===== src/rtl/dpll_pkg.sv =====
// Shared state encoding, stack entry type and parameter defaults for the DPLL controller.
package dpll_pkg;

    localparam int DPLL_VAR_NUM        = 8;
    localparam int DPLL_LEVEL_WIDTH    = 4;
    localparam int DPLL_TIMEOUT_CYCLES = 1024;
    // Entries hold a variable index rather than a one-hot vector; 8 bits covers up to 256 variables.
    localparam int DPLL_IDX_W          = 8;

    typedef enum logic [3:0] {
        ST_IDLE,
        ST_DECIDE,
        ST_WAIT_DEC,
        ST_BCP,
        ST_WAIT_BCP,
        ST_BACKTRACK,
        ST_WAIT_BT,
        ST_SAT,
        ST_UNSAT
    } dpll_state_e;

    typedef struct packed {
        logic [DPLL_IDX_W-1:0] vidx;
        logic                  value;
        logic                  flipped;
    } dpll_entry_t;

endpackage


===== src/rtl/decision_stack.sv =====
// LIFO of decision entries with push, pop, in-place top modify and clear; count doubles as decision level.
module decision_stack
    import dpll_pkg::*;
#(
    parameter int DEPTH = DPLL_VAR_NUM,
    parameter int CNT_W = DPLL_LEVEL_WIDTH
) (
    input  logic             clock,
    input  logic             reset,
    input  logic             clear,
    input  logic             push,
    input  dpll_entry_t      push_entry,
    input  logic             pop,
    input  logic             modify,
    input  dpll_entry_t      mod_entry,
    output dpll_entry_t      top,
    output logic             empty,
    output logic             full,
    output logic [CNT_W-1:0] count
);

    localparam int AW = (DEPTH > 1) ? $clog2(DEPTH) : 1;

    dpll_entry_t      mem_q [DEPTH];
    logic [CNT_W-1:0] count_q, count_d;
    logic [AW-1:0]    top_idx, push_idx;

    assign top_idx  = AW'(count_q - CNT_W'(1));
    assign push_idx = AW'(count_q);
    assign empty    = (count_q == '0);
    assign full     = (count_q == CNT_W'(DEPTH));
    assign count    = count_q;
    assign top      = empty ? '0 : mem_q[top_idx];

    always_comb begin
        count_d = count_q;
        if (clear)
            count_d = '0;
        else if (push && !full)
            count_d = count_q + CNT_W'(1);
        else if (pop && !empty)
            count_d = count_q - CNT_W'(1);
    end

    always_ff @(posedge clock) begin
        if (reset)
            count_q <= '0;
        else
            count_q <= count_d;
    end

    // Storage needs no reset: entries above count are never observed.
    always_ff @(posedge clock) begin
        if (!reset && !clear) begin
            if (push && !full)
                mem_q[push_idx] <= push_entry;
            else if (modify && !empty)
                mem_q[top_idx] <= mod_entry;
        end
    end

endmodule


===== src/rtl/dpll_controller.sv =====
// DPLL search controller sequencing decide / propagate / backtrack handshakes over a decision stack.
// Defining DPLL_TIMEOUT_EN adds a watchdog counter and the timeout output.
module dpll_controller
    import dpll_pkg::*;
#(
    parameter int VAR_NUM        = DPLL_VAR_NUM,
    parameter int LEVEL_WIDTH    = DPLL_LEVEL_WIDTH,
    parameter int TIMEOUT_CYCLES = DPLL_TIMEOUT_CYCLES
) (
    input  logic                   clock,
    input  logic                   reset,
    input  logic                   start,
    output logic                   decision_en,
    input  logic                   decision_finish,
    input  logic [VAR_NUM-1:0]     var_in,
    input  logic                   assignment,
    output logic                   bcp_en,
    output logic [VAR_NUM-1:0]     bcp_var,
    output logic                   bcp_value,
    input  logic                   bcp_done,
    input  logic                   bcp_conflict,
    output logic                   backtrack_en,
    output logic [LEVEL_WIDTH-1:0] backtrack_level,
    input  logic                   backtrack_done,
    output logic [LEVEL_WIDTH-1:0] level,
`ifdef DPLL_TIMEOUT_EN
    output logic                   timeout,
`endif
    output logic                   sat,
    output logic                   unsat,
    output logic                   error
);

    dpll_state_e            state_q;
    logic                   dec_en_q, bcp_en_q, bt_en_q;
    logic [VAR_NUM-1:0]     bcp_var_q;
    logic                   bcp_value_q;
    logic [LEVEL_WIDTH-1:0] bt_level_q;
    logic                   sat_q, unsat_q, error_q;
    logic                   tmo_hit;

    logic                   stk_push, stk_pop, stk_mod, stk_clear;
    logic                   stk_empty, stk_full;
    logic [LEVEL_WIDTH-1:0] stk_count;
    dpll_entry_t            stk_top, push_entry, mod_entry;
    logic [DPLL_IDX_W-1:0]  var_idx;
    logic [VAR_NUM-1:0]     top_onehot;

    always_comb begin
        var_idx = '0;
        for (int i = 0; i < VAR_NUM; i++)
            if (var_in[i]) var_idx = DPLL_IDX_W'(i);
    end

    assign top_onehot = VAR_NUM'(1) << stk_top.vidx;
    assign push_entry = '{vidx: var_idx, value: assignment, flipped: 1'b0};
    assign mod_entry  = '{vidx: stk_top.vidx, value: ~stk_top.value, flipped: 1'b1};

    // Stack operations mirror the FSM branches below so both commit on the same edge.
    always_comb begin
        stk_push  = 1'b0;
        stk_pop   = 1'b0;
        stk_mod   = 1'b0;
        stk_clear = 1'b0;
        if (!tmo_hit) begin
            case (state_q)
                ST_WAIT_DEC:  stk_push = decision_finish && (var_in != '0) && !stk_full;
                ST_BACKTRACK: begin
                    stk_pop = !stk_empty && stk_top.flipped;
                    stk_mod = !stk_empty && !stk_top.flipped;
                end
                ST_SAT, ST_UNSAT: stk_clear = start;
                default: ;
            endcase
        end
    end

    decision_stack #(
        .DEPTH (VAR_NUM),
        .CNT_W (LEVEL_WIDTH)
    ) u_stack (
        .clock      (clock),
        .reset      (reset),
        .clear      (stk_clear),
        .push       (stk_push),
        .push_entry (push_entry),
        .pop        (stk_pop),
        .modify     (stk_mod),
        .mod_entry  (mod_entry),
        .top        (stk_top),
        .empty      (stk_empty),
        .full       (stk_full),
        .count      (stk_count)
    );

    always_ff @(posedge clock) begin
        if (reset) begin
            state_q     <= ST_IDLE;
            dec_en_q    <= 1'b0;
            bcp_en_q    <= 1'b0;
            bt_en_q     <= 1'b0;
            bcp_var_q   <= '0;
            bcp_value_q <= 1'b0;
            bt_level_q  <= '0;
            sat_q       <= 1'b0;
            unsat_q     <= 1'b0;
            error_q     <= 1'b0;
        end else begin
            dec_en_q <= 1'b0;
            bcp_en_q <= 1'b0;
            bt_en_q  <= 1'b0;
            if (tmo_hit) begin
                state_q <= ST_UNSAT;
                unsat_q <= 1'b1;
            end else begin
                case (state_q)
                    ST_IDLE: if (start) begin
                        state_q  <= ST_DECIDE;
                        dec_en_q <= 1'b1;
                    end
                    ST_DECIDE: state_q <= ST_WAIT_DEC;
                    ST_WAIT_DEC: if (decision_finish) begin
                        if (var_in == '0) begin
                            state_q <= ST_SAT;
                            sat_q   <= 1'b1;
                        end else if (stk_full) begin
                            state_q <= ST_UNSAT;
                            unsat_q <= 1'b1;
                            error_q <= 1'b1;
                        end else begin
                            state_q     <= ST_BCP;
                            bcp_en_q    <= 1'b1;
                            bcp_var_q   <= var_in;
                            bcp_value_q <= assignment;
                        end
                    end
                    ST_BCP: state_q <= ST_WAIT_BCP;
                    ST_WAIT_BCP: if (bcp_done) begin
                        if (bcp_conflict) begin
                            state_q <= ST_BACKTRACK;
                        end else begin
                            state_q  <= ST_DECIDE;
                            dec_en_q <= 1'b1;
                        end
                    end
                    // Flipped entries pop one per cycle until an unflipped entry can be tried the other way.
                    ST_BACKTRACK: begin
                        if (stk_empty) begin
                            state_q <= ST_UNSAT;
                            unsat_q <= 1'b1;
                        end else if (!stk_top.flipped) begin
                            state_q    <= ST_WAIT_BT;
                            bt_en_q    <= 1'b1;
                            bt_level_q <= stk_count;
                        end
                    end
                    ST_WAIT_BT: if (backtrack_done) begin
                        state_q     <= ST_BCP;
                        bcp_en_q    <= 1'b1;
                        bcp_var_q   <= top_onehot;
                        bcp_value_q <= stk_top.value;
                    end
                    ST_SAT, ST_UNSAT: if (start) begin
                        state_q  <= ST_DECIDE;
                        dec_en_q <= 1'b1;
                        sat_q    <= 1'b0;
                        unsat_q  <= 1'b0;
                        error_q  <= 1'b0;
                    end
                    default: state_q <= ST_IDLE;
                endcase
            end
        end
    end

`ifdef DPLL_TIMEOUT_EN
    localparam int TW = $clog2(TIMEOUT_CYCLES + 1);

    logic [TW-1:0] tmo_cnt_q;
    logic          timeout_q;
    logic          tmo_active;

    assign tmo_active = (state_q != ST_IDLE) && (state_q != ST_SAT) && (state_q != ST_UNSAT);
    assign tmo_hit    = tmo_active && (tmo_cnt_q == TW'(TIMEOUT_CYCLES - 1));
    assign timeout    = timeout_q;

    always_ff @(posedge clock) begin
        if (reset) begin
            tmo_cnt_q <= '0;
            timeout_q <= 1'b0;
        end else if (start && !tmo_active) begin
            tmo_cnt_q <= '0;
            timeout_q <= 1'b0;
        end else if (tmo_hit) begin
            timeout_q <= 1'b1;
        end else if (tmo_active) begin
            tmo_cnt_q <= tmo_cnt_q + TW'(1);
        end
    end
`else
    assign tmo_hit = 1'b0;
`endif

    assign decision_en     = dec_en_q;
    assign bcp_en          = bcp_en_q;
    assign bcp_var         = bcp_var_q;
    assign bcp_value       = bcp_value_q;
    assign backtrack_en    = bt_en_q;
    assign backtrack_level = bt_level_q;
    assign level           = stk_count;
    assign sat             = sat_q;
    assign unsat           = unsat_q;
    assign error           = error_q;

endmodule


===== config.mk =====
export PLATFORM = sky130hd
export DESIGN_NAME = dpll_controller
export DESIGN_NICKNAME = d
export VERILOG_FILES = /design/src/rtl/dpll_pkg.sv /design/src/rtl/decision_stack.sv /design/src/rtl/dpll_controller.sv
export SDC_FILE = /design/constraint.sdc
export NUM_CORES = 1
export LEC_CHECK = 0
export BUFFER_PORTS_ARGS = -buffer_cell sky130_fd_sc_hd__buf_4
export CAP_MARGIN = 15
export CORE_UTILIZATION = 60
export DETAILED_ROUTE_END_ITERATION = 6
export PLACE_DENSITY = 0.83
export SLEW_MARGIN = 40
export SYNTH_ARGS = -nofsm -noshare
export SYNTH_HDL_FRONTEND = slang
export SYNTH_HIERARCHICAL = 1
export SYNTH_SLANG_ARGS = --single-unit

===== constraint.sdc =====
create_clock -name clock -period 4.7 [get_ports clock]
set_input_delay 0.235 -clock clock [delete_from_list [all_inputs] [get_ports clock]]
set_output_delay 0.235 -clock clock [all_outputs]
set_load 0.05 [all_outputs]

== Yosys cells after proc, flatten, opt, wreduce, memory -nomap -nowiden ==
Memory sizes are Yosys's and may differ from the RTL's.
Index checks and enable logic that the tools add are counted.

* Register bits after elaboration: 27
* Bits in writable memories: 80
* Logic and storage cells: 135
* Memories kept: 1

* Add/subtract/negate cells: 2
* Equality and inequality tests: 20
* Shift-type cells: 1
* Muxes and demuxes: 64
* Bitwise operators: 4
* Reductions and logical operators: 32

{| class="wikitable"
|+ Memory list
! memory !! words !! bits a word !! read ports !! clocked after Yosys merged registers in !! wr ports !! line !! source
|-
| u_stack.mem_q || 8 || 10 || 1 || 0 || 1 || decision_stack.sv:24 || <nowiki>dpll_entry_t mem_q [DEPTH];</nowiki>
|}

{| class="wikitable"
|+ Operators by type and width
! cell !! number
|-
| 4-bit 2-to-1 mux || 10
|-
| 1-bit 2-to-1 mux || 32
|-
| 8-bit 2-to-1 mux || 4
|-
| 4-bit case mux with 7 select lines || 1
|-
| 10-bit 2-to-1 mux || 2
|-
| 3-bit 2-to-1 mux || 6
|-
| 4-bit by 3-bit == test with 1-bit output, second input constant || 4
|-
| 8-bit case mux with 2 select lines || 1
|-
| 5-bit AND reduction || 3
|-
| 2-bit != test, second input constant || 7
|-
| 1-bit case mux with 2 select lines || 5
|-
| 10-bit OR reduction || 1
|-
| 4-bit by 2-bit == test with 1-bit output, second input constant || 2
|-
| 4-bit == test, second input constant || 2
|-
| 1-bit logical AND || 8
|-
| 4-bit logical NOT || 2
|-
| 8-bit logical NOT || 1
|-
| 8-bit nonzero test || 1
|-
| 1-bit by 8-bit left shift with 8-bit output, first input constant || 1
|-
| 2-bit by 1-bit != test with 1-bit output, second input constant || 3
|-
| 6-bit AND reduction || 1
|-
| 2-bit nonzero test || 3
|-
| 3-bit OR reduction || 2
|-
| 1-bit logical NOT || 5
|-
| 11 further kinds || 16
|}

== Logic depth before layout (Yosys ltp) ==
Gate-level depths: netlist (run 1).
An unclocked memory read counts as a cell.

* Word-level depth: 13
* Depth in mapped cells: 15
* Depth with buffers taken out: 10

== By module ==
The synthesis (run 1) kept the hierarchy.

{| class="wikitable"
|+ By module, submodules not included
! module !! instances !! cells an instance !! area an instance (um^2) !! seq. area each (um^2)
|-
| decision_stack || 1 || 232 || 3736.1 || 2482.4
|-
| dpll_controller || 1 || 173 || 1386.3 || 460.4
|}

== Worst setup path before layout (run 1) ==
No wires, ideal clock.

* Path kind: register to register
* Start point: register u_stack.count_q[0], in the netlist u_stack/count[0]
* End point: memory u_stack/mem_q[2][0] in the netlist's numbering, enable pin
* Data arrival time: 4.184 ns
* Slack: 0.133 ns
* Stages on the path, launching flop included: 15
* Path buffers: 4
* Path through: dfxtp_1 -> buf_2 -> inv_1 -> ha_1 -> buf_2 -> and3b_1 -> clkbuf_1 -> clkbuf_1 -> o21ai_0 -> nand2_1 -> nor3_2 -> nor3b_1 -> o211ai_1 -> or4_1 -> a31oi_1

* Elaborated cells between the ends (all ways): 24
* Those cells by class: 1 x add/sub; 1 x eq/ne; 12 x mux; 9 x reduce/logical; 1 x memory

{| class="wikitable"
|+ RTL lines
! item !! line !! source
|-
| from (decl) || decision_stack.sv:25 || <nowiki>logic [CNT_W-1:0] count_q, count_d;</nowiki>
|-
| from (signal assigned) || decision_stack.sv:49 || <nowiki>count_q <= count_d;</nowiki>
|-
| 4-bit == test * || decision_stack.sv:31 || <nowiki>assign full = (count_q == CNT_W'(DEPTH));</nowiki>
|-
| named net stk_full || dpll_controller.sv:43 || <nowiki>logic stk_empty, stk_full;</nowiki>
|-
| 1-bit logical NOT * || decision_stack.sv:55, dpll_controller.sv:67 ||
|-
| 1-bit logical AND || dpll_controller.sv:67 || <nowiki>ST_WAIT_DEC: stk_push = decision_finish && (var_in != '0) && !stk_full;</nowiki>
|-
| 1-bit 2-to-1 mux || dpll_controller.sv:66 || <nowiki>case (state_q)</nowiki>
|-
| 1-bit logical AND * || decision_stack.sv:55 || <nowiki>if (push && !full)</nowiki>
|-
| 1-bit 2-to-1 mux || decision_stack.sv:55 ||
|-
| 1-bit 2-to-1 mux || decision_stack.sv:54 || <nowiki>if (!reset && !clear) begin</nowiki>
|-
| 1-bit 2-to-1 mux (not written as such) || decision_stack.sv:58 || <nowiki>mem_q[top_idx] <= mod_entry;</nowiki>
|-
| 10-bit OR reduction (no source line) || n/a ||
|-
| 3-bit 2-to-1 mux (no source line) or 1-bit 2-to-1 mux (tied branches) || n/a ||
|-
| to (decl) || decision_stack.sv:24 ||
|}

The timed path passes the listed nets; every way through them passes the cells marked *.

==> impl_metrics.toml, run 1 <==
[status]
status = "completed"

[place]
pre_cts_ws_ns = 0.561
port_buffers = 38
dp_hpwl_mm = 7.44
dp_cells = 544
gp_congestion = 0.906

[timing]
rsz0062_at_grt = "false"
finalHoldViolCount = 0
drv_slew = 0
setup_viol = 0
layout_setup_ws_ns = 0.435
slew-limit-headroom_pct = 42.6
skew_ns = 0.00983
tightestPinTransition_ns = 0.861
fmax_mhz = 234
finalCritPeriodShare_pct = 90.7
fin_crit_ns = 4.26
setup_tns_ns = 0

[synthesis]
avgSynthCellArea_um2 = 12.6
synth_edf_count = 80
syn_inst = 405
yosysWarnings = 6
netlist.area_leader.share_pct = 46.9
synth_top_area_cell = "edfxtp_1"
synth.distinct_cells = 66
synth_area_leaders = "edfxtp_1 47%, dfxtp_1 11%, mux4_2 8.8%"
ys_async_sr_fraction_pct = 0
ys.flop_type = "edfxtp_1"
synth_area_um2 = 5120
ys_seq_area_share_pct = 57.4
synth_seq_cells = 107

[cts]
clk_latency_ns = 0.37
cts_sinks = 107
clk_pin_slew_ns = 0.11
hold_buffers = 0
root_buffer = "clkbuf_8"
post_cts_buffers = 0
htreeDepth = 3
cts_buffer_depth = 2
cts-resized-gates = 0
cts_tree = "yes"
numCtsBuffers = 9

[grt]
grt_pass1_wl_mm = 17.3
grt_pass1_vias = 3333
grt.total_usage_pct = 26.2
antenna_found_initial = 0
grt_start_max_net_pins = 25
grt_remaining_overflow = 0

[route]
drc_errors = 0
ant_nets = 0
wl_per_cell_um = 19.3
routed_wl_mm = 10.8
via_per_inst = 6.32
dr.pass1.iters = 5
via_count = 3539
drt_iter0_markers = 416

[worst_setup_path]
crit_fanout = 12
start_kind = "flop"
critical_path_arrival_ns = 4.36
worstPathRequired_ns = 4.80
end_kind = "flop"
criticalPathCategory = "reg2reg"

[floorplan]
rows = 33
coreArea_um2 = 8260
fp.dieH_um = 94.4
die-width_um = 94.4
die-area_um2 = 8910
ios = 39
initial_utilization_pct = 62.0

[cells_and_area]
regArea_um2 = 2940
diodes = 0
fillCellCount = 563
layout.cells.non_filler = 560
layout-drive-gt1-share_pct = 25.5
area_delta_synth_final_pct = 12.4
multiInputGateArea_um2 = 2000
fin_nets = 468
fin_util_pct = 69.7

[power]
finalPower_mw = 1.98
p_leak_nw = 2.06
peakVddDrop_mv = 0.189
pwr_density_cell_nw_per_um2 = 344

[min_path]
hp-class = "in2reg"

[run]
drv_cap = 0
-- routing by layer --
layer  vias to the layer above  part of all wire, %  track usage, %
li1                       1629                    -               -
met1                      1740                   42            36.0
met2                       160                   50            42.6
met3                        10                  7.0            4.91
met4                         0                 0.98            7.95
met5                         -                    0               0
-- through the flow --
step / hold WS (ns) / cell area (um2)
5_1_grt: 0.177 / 5760
2_1_floorplan: 0.383 / 5140
3_3_place_gp: 0.458 / 5550
4_1_cts: 0.135 / 5760
6_report: 0.153 / 5760
3_5_place_dp: 0.459 / 5560
-- placed cells by master (no fill, tap or decap), types with 2 or more instances in the layout --
master / Yosys / layout
mux2_1: 2 / 2
nor4_1: 3 / 3
mux2i_1: 14 / 14
nand4_1: 2 / 2
buf_4: 4 / 55
ha_1: 2 / 2
and2_1: 3 / 3
nand2b_1: 3 / 3
inv_1: 17 / 17
nor2_1: 29 / 29
nor2b_1: 4 / 4
nor4_2: 2 / 2
nor3b_1: 3 / 3
mux2_2: 9 / 9
o21ai_0: 34 / 34
or3_1: 3 / 3
and3_1: 4 / 4
o2111ai_1: 2 / 2
nand3_1: 6 / 6
mux4_2: 20 / 20
a31oi_1: 7 / 7
o2bb2ai_1: 3 / 3
clkinv_4: 1 / 2
clkbuf_8: 0 / 9
nor3_1: 6 / 6
o21ai_2: 2 / 2
nand3b_1: 4 / 4
dfxtp_1: 27 / 27
edfxtp_1: 80 / 80
a211oi_1: 2 / 2
and3b_1: 2 / 2
o211ai_1: 3 / 3
or3b_1: 3 / 3
inv_8: 0 / 4
a21oi_1: 13 / 12
a2111oi_0: 4 / 4
nand4bb_1: 2 / 2
o21ai_1: 6 / 6
nand2_1: 25 / 25
conb_1: 2 / 7
-- worst paths after layout --
check | startpoint | to | slack (ns) | depth (start not counted)
min reg2reg | unsat | unsat | 0.47 | 2
max | u_stack/count[1] | u_stack/mem_q[3][0] | 0.44 | 13
min | decision_finish | error | 0.15 | 3
max reg2reg | u_stack/count[1] | u_stack/mem_q[3][0] | 0.44 | 13
-- critical path, cell delays in order (launching register included) --
cell and delay (ns):
dfxtp_1 0.51, inv_1 0.12, ha_1 0.34, and2_1 0.33, o21ai_0 0.21, nand2_1 0.17, nor3_2 0.18, buf_4 0.18
nor3b_1 0.35, o211ai_1 0.15, buf_4 0.23, or4_1 0.44, a31oi_1 0.52, buf_4 0.26
-- state kept, by name, indices dropped and copies added, names as in the netlist --
register         flops
u_stack/mem_q       80
bcp_var              8
backtrack_level      4
state_q              4
u_stack/count        4
backtrack_en         1
bcp_en               1
bcp_value            1
decision_en          1
error                1
sat                  1
unsat                1
-- cell usage after synthesis (3+ instances only) --
master     instances
inv_1             17
buf_2              8
buf_4              4
nor4_1             3
o21ai_0           34
nor2_1            29
nor3_1             6
or3_1              3
nor2b_1            4
o211ai_1           3
mux2i_1           14
clkbuf_1          11
a2111oi_0          4
or3b_1             3
o2bb2ai_1          3
edfxtp_1          80
a31oi_1            7
o21ai_1            6
mux4_2            20
nand3b_1           4
mux2_2             9
and3_1             4
and2_1             3
nand2b_1           3
dfxtp_1           27
nor3b_1            3
nand2_1           25
a21oi_1           13
nand3_1            6
-- final cells by class --
cell class / count / share of cell area, %
timing repair buffer: 55 / 7.17
clock inverter: 7 / 1.35
tap: 105 / 2.28
inverter: 18 / 1.26
clock buffer: 9 / 2.15
sequential: 107 / 51.1
multi-input combinational: 259 / 34.7
-- cell families after synthesis --
kind of cell | count (synthesis) | share of synthesized area, %
and+or+nand+nor | 116 | 12.6
DFF | 107 | 57.4
AOI/OAI and AO/OA | 88 | 11.1
muxes | 45 | 13.9
buffers and inverters | 44 | 4.10
adders and majority gates | 2 | 0.488
other | 2 | 0.147
xor gates and xnor gates | 1 | 0.171
-- power by group --
part	internal [mW]	switching, mW	total, mW
registers	1.05	0.0542	1.10
clock network	0.213	0.347	0.560
logic	0.130	0.190	0.320
Power figures use the tool's default switching activity.
==> run 2: changes to the inputs <==
- ABC_AREA: not set -> 1
==> impl_metrics.toml, run 2 <==
[cts]
post_cts_buffers = 0
cts_sinks = 107
hold_buffers = 0
numCtsBuffers = 9
clk_latency_ns = 0.36
cts_tree = "yes"
cts_buffer_depth = 2
htreeDepth = 3
root_buffer = "clkbuf_8"
clk_pin_slew_ns = 0.11
cts-resized-gates = 0

[floorplan]
initial_utilization_pct = 62.9
die-area_um2 = 9080
die-width_um = 95.3
ios = 39
coreArea_um2 = 8300
fp.dieH_um = 95.3
rows = 33

[min_path]
min_path_cells = 3
hold_path_startpoint = "start"
hp-class = "in2reg"
holdPathEnd = "decision_en"

[worst_setup_path]
r2r_cells = 17
cpLargestDelayFamily = "simple AND/OR/NAND/NOR gates"
start_kind = "flop"
crit_fanout = 15
reg2reg_to = "u_stack/mem_q[3][7]"
crit_chain = "inv_1 -> ha_1 -> inv_1 -> o21ai_0 -> o22ai_1 -> nor2_1 -> nor2_1 -> inv_1 -> nand2_4 -> clkinv_2 -> nand2_1 -> inv_1 -> nand3_2 -> nand2_1 -> nand2_1 -> nand2_1 -> nor2_2"
path_buf_inv = 5
r2r_slack_ns = 0.82
worstReg2RegStart = "u_stack/count[1]"
end_kind = "flop"
slowest_stage = "nor2_2"
worstPathRequired_ns = 4.70
critical_path_arrival_ns = 3.88
max_stage_delay_ns = 0.54
criticalPathCategory = "reg2reg"

[synthesis]
netlist.area_leader.share_pct = 46.0
ys_async_sr_fraction_pct = 0
synth_area_leaders = "edfxtp_1 46%, dfxtp_1 10%, nand2_1 9.1%"
synth_area_um2 = 5220
yosysWarnings = 6
yosysMostFrequentCell = "nand2_1"
synth_edf_count = 80
avgSynthCellArea_um2 = 8.63
synth_seq_cells = 107
synth.distinct_cells = 33
synth_top_area_cell = "edfxtp_1"
ys.flop_type = "edfxtp_1"
synthTopCellsByCount = "126 x nand2_1, 121 x nor2_1, 80 x edfxtp_1, 54 x o21ai_0, 52 x inv_1"
syn_inst = 605
ys_seq_area_share_pct = 56.3

[grt]
grt_remaining_overflow = 0
grt_start_max_net_pins = 49
antenna_found_initial = 0
grt.total_usage_pct = 28.1
grt_pass1_vias = 3984
grt_pass1_wl_mm = 19.1

[cells_and_area]
regArea_um2 = 2940
layout.cells.non_filler = 749
largest_register_ff_count = 80
fillCellCount = 640
final_common_cell = "nand2_1"
layout-drive-gt1-share_pct = 14.3
final_area_um2 = 5760
multiInputGateArea_um2 = 1970
area_delta_synth_final_pct = 10.3
final_cell_mix = "126 x nand2_1, 113 x nor2_1, 80 x edfxtp_1"
largest_register = "u_stack/mem_q"
fin_nets = 659
diodes = 0

[timing]
finalHoldViolCount = 0
fmax_mhz = 258
rsz0062_at_grt = "false"
layout_setup_ws_ns = 0.822
finalCritPeriodShare_pct = 82.5
slew-limit-headroom_pct = 59.5
drv_slew = 0
skew_ns = 0.0117
setup_tns_ns = 0
hold_ws_ns = 0.133
setup_viol = 0
fin_crit_ns = 3.88
tightestPinTransition_ns = 0.607

[power]
internal_power_mw = 1.48
p_sw_mw = 0.928
pwr_density_cell_nw_per_um2 = 418
p_clk_share_pct = 21.6
p_seq_share_pct = 45.1
p_leak_nw = 2.32
comb_power_share_pct = 33.3
peakVddDrop_mv = 0.221
p_sw_share_pct = 38.6

[place]
pre_cts_ws_ns = 0.776
gp_congestion = 0.932
dp_cells = 735
port_buffers = 38
dp_hpwl_mm = 8.41
place_area_um2 = 5570

[route]
drt_iter0_markers = 330
wl_per_cell_um = 16.1
dr.pass1.iters = 6
routed_wl_mm = 12.1
ant_nets = 0
via_count = 4325
via_per_inst = 5.77
drc_errors = 0

[run]
drv_cap = 0

[status]
status = "completed"
-- run 2: changes by cell type after synthesis, sizes merged, moves of 9 or more --
cell   change
nand2    +106
mux2      -11
nand3     +37
inv       +41
o21ai     +14
mux2i     -14
nor2     +103
o22ai      +9
mux4      -20
-- run 2: cell families after synthesis --
group           count (synthesis)  share of synthesized area, %
fa+ha+maj                       2                         0.479
other cells                     2                         0.144
compound gates                 96                          9.97
simple gates                  314                          26.0
buf+inv                        82                          6.68
xor+xnor                        2                         0.335
flops                         107                          56.3
-- run 2: area by class of cell --
| cell class | count | area share [%] |
|---|---|---|
| Timing Repair Buffer | 42 | 5.47 |
| Inverter | 60 | 3.98 |
| Tap cell | 105 | 2.28 |
| Clock buffer | 9 | 2.15 |
| Sequential cell | 107 | 51.1 |
| Clock inverter | 5 | 0.826 |
| Multi-Input combinational cell | 421 | 34.2 |
-- run 2: power by group through the flow --
stage / Clock, mW / Combinational [mW] / Sequential, mW
finish: 0.519 / 0.801 / 1.09
global route: 0.559 / 0.875 / 1.09
CTS: 0.525 / 0.782 / 1.08
detailed placement: 0 / 0.775 / 1.11
global placement: 0 / 0.752 / 1.10
floorplan: 0 / 0.514 / 1.18
-- run 2: through the flow --
| step | total power, mW | utilization (%) |
|---|---|---|
| 6_report | 2.41 | 69.4 |
| 5_1_grt | 2.52 | 69.4 |
| 4_1_cts | 2.39 | 69.2 |
| 3_5_place_dp | 1.88 | 67.1 |
| 3_3_place_gp | 1.86 | 67.1 |
| 2_1_floorplan | 1.69 | - |
-- run 2: worst max path at each step --
stage,from,end,slack [ns],cells after the start
6_report,u_stack/count[1],u_stack/mem_q[3][7],0.82,17
5_1_grt,u_stack/count[1],u_stack/mem_q[3][8],0.47,17
4_1_cts,u_stack/count[1],u_stack/mem_q[3][8],0.76,17
3_5_place_dp,u_stack/count[1],u_stack/mem_q[4][0],0.78,16
3_3_place_gp,u_stack/count[1],u_stack/mem_q[3][4],0.99,17
2_1_floorplan,u_stack/count[0],u_stack/mem_q[1][0],1.04,19
-- run 2: routing by layer --
layer | routed length, um | global-route usage [%]
met5 | 0 | 0
met1 | 4910 | 37.3
met2 | 5750 | 45.5
met3 | 1080 | 5.42
met4 | 333 | 11.6
-- run 2: worst reg2reg max path, cell delays in order, from the launching register on --
cell	delay, ns
dfxtp_1	0.51
inv_1	0.11
ha_1	0.45
inv_1	0.33
o21ai_0	0.15
o22ai_1	0.14
nor2_1	0.06
nor2_1	0.11
inv_1	0.08
nand2_4	0.10
clkinv_2	0.09
nand2_1	0.14
inv_1	0.09
nand3_2	0.24
nand2_1	0.11
nand2_1	0.09
nand2_1	0.16
nor2_2	0.54
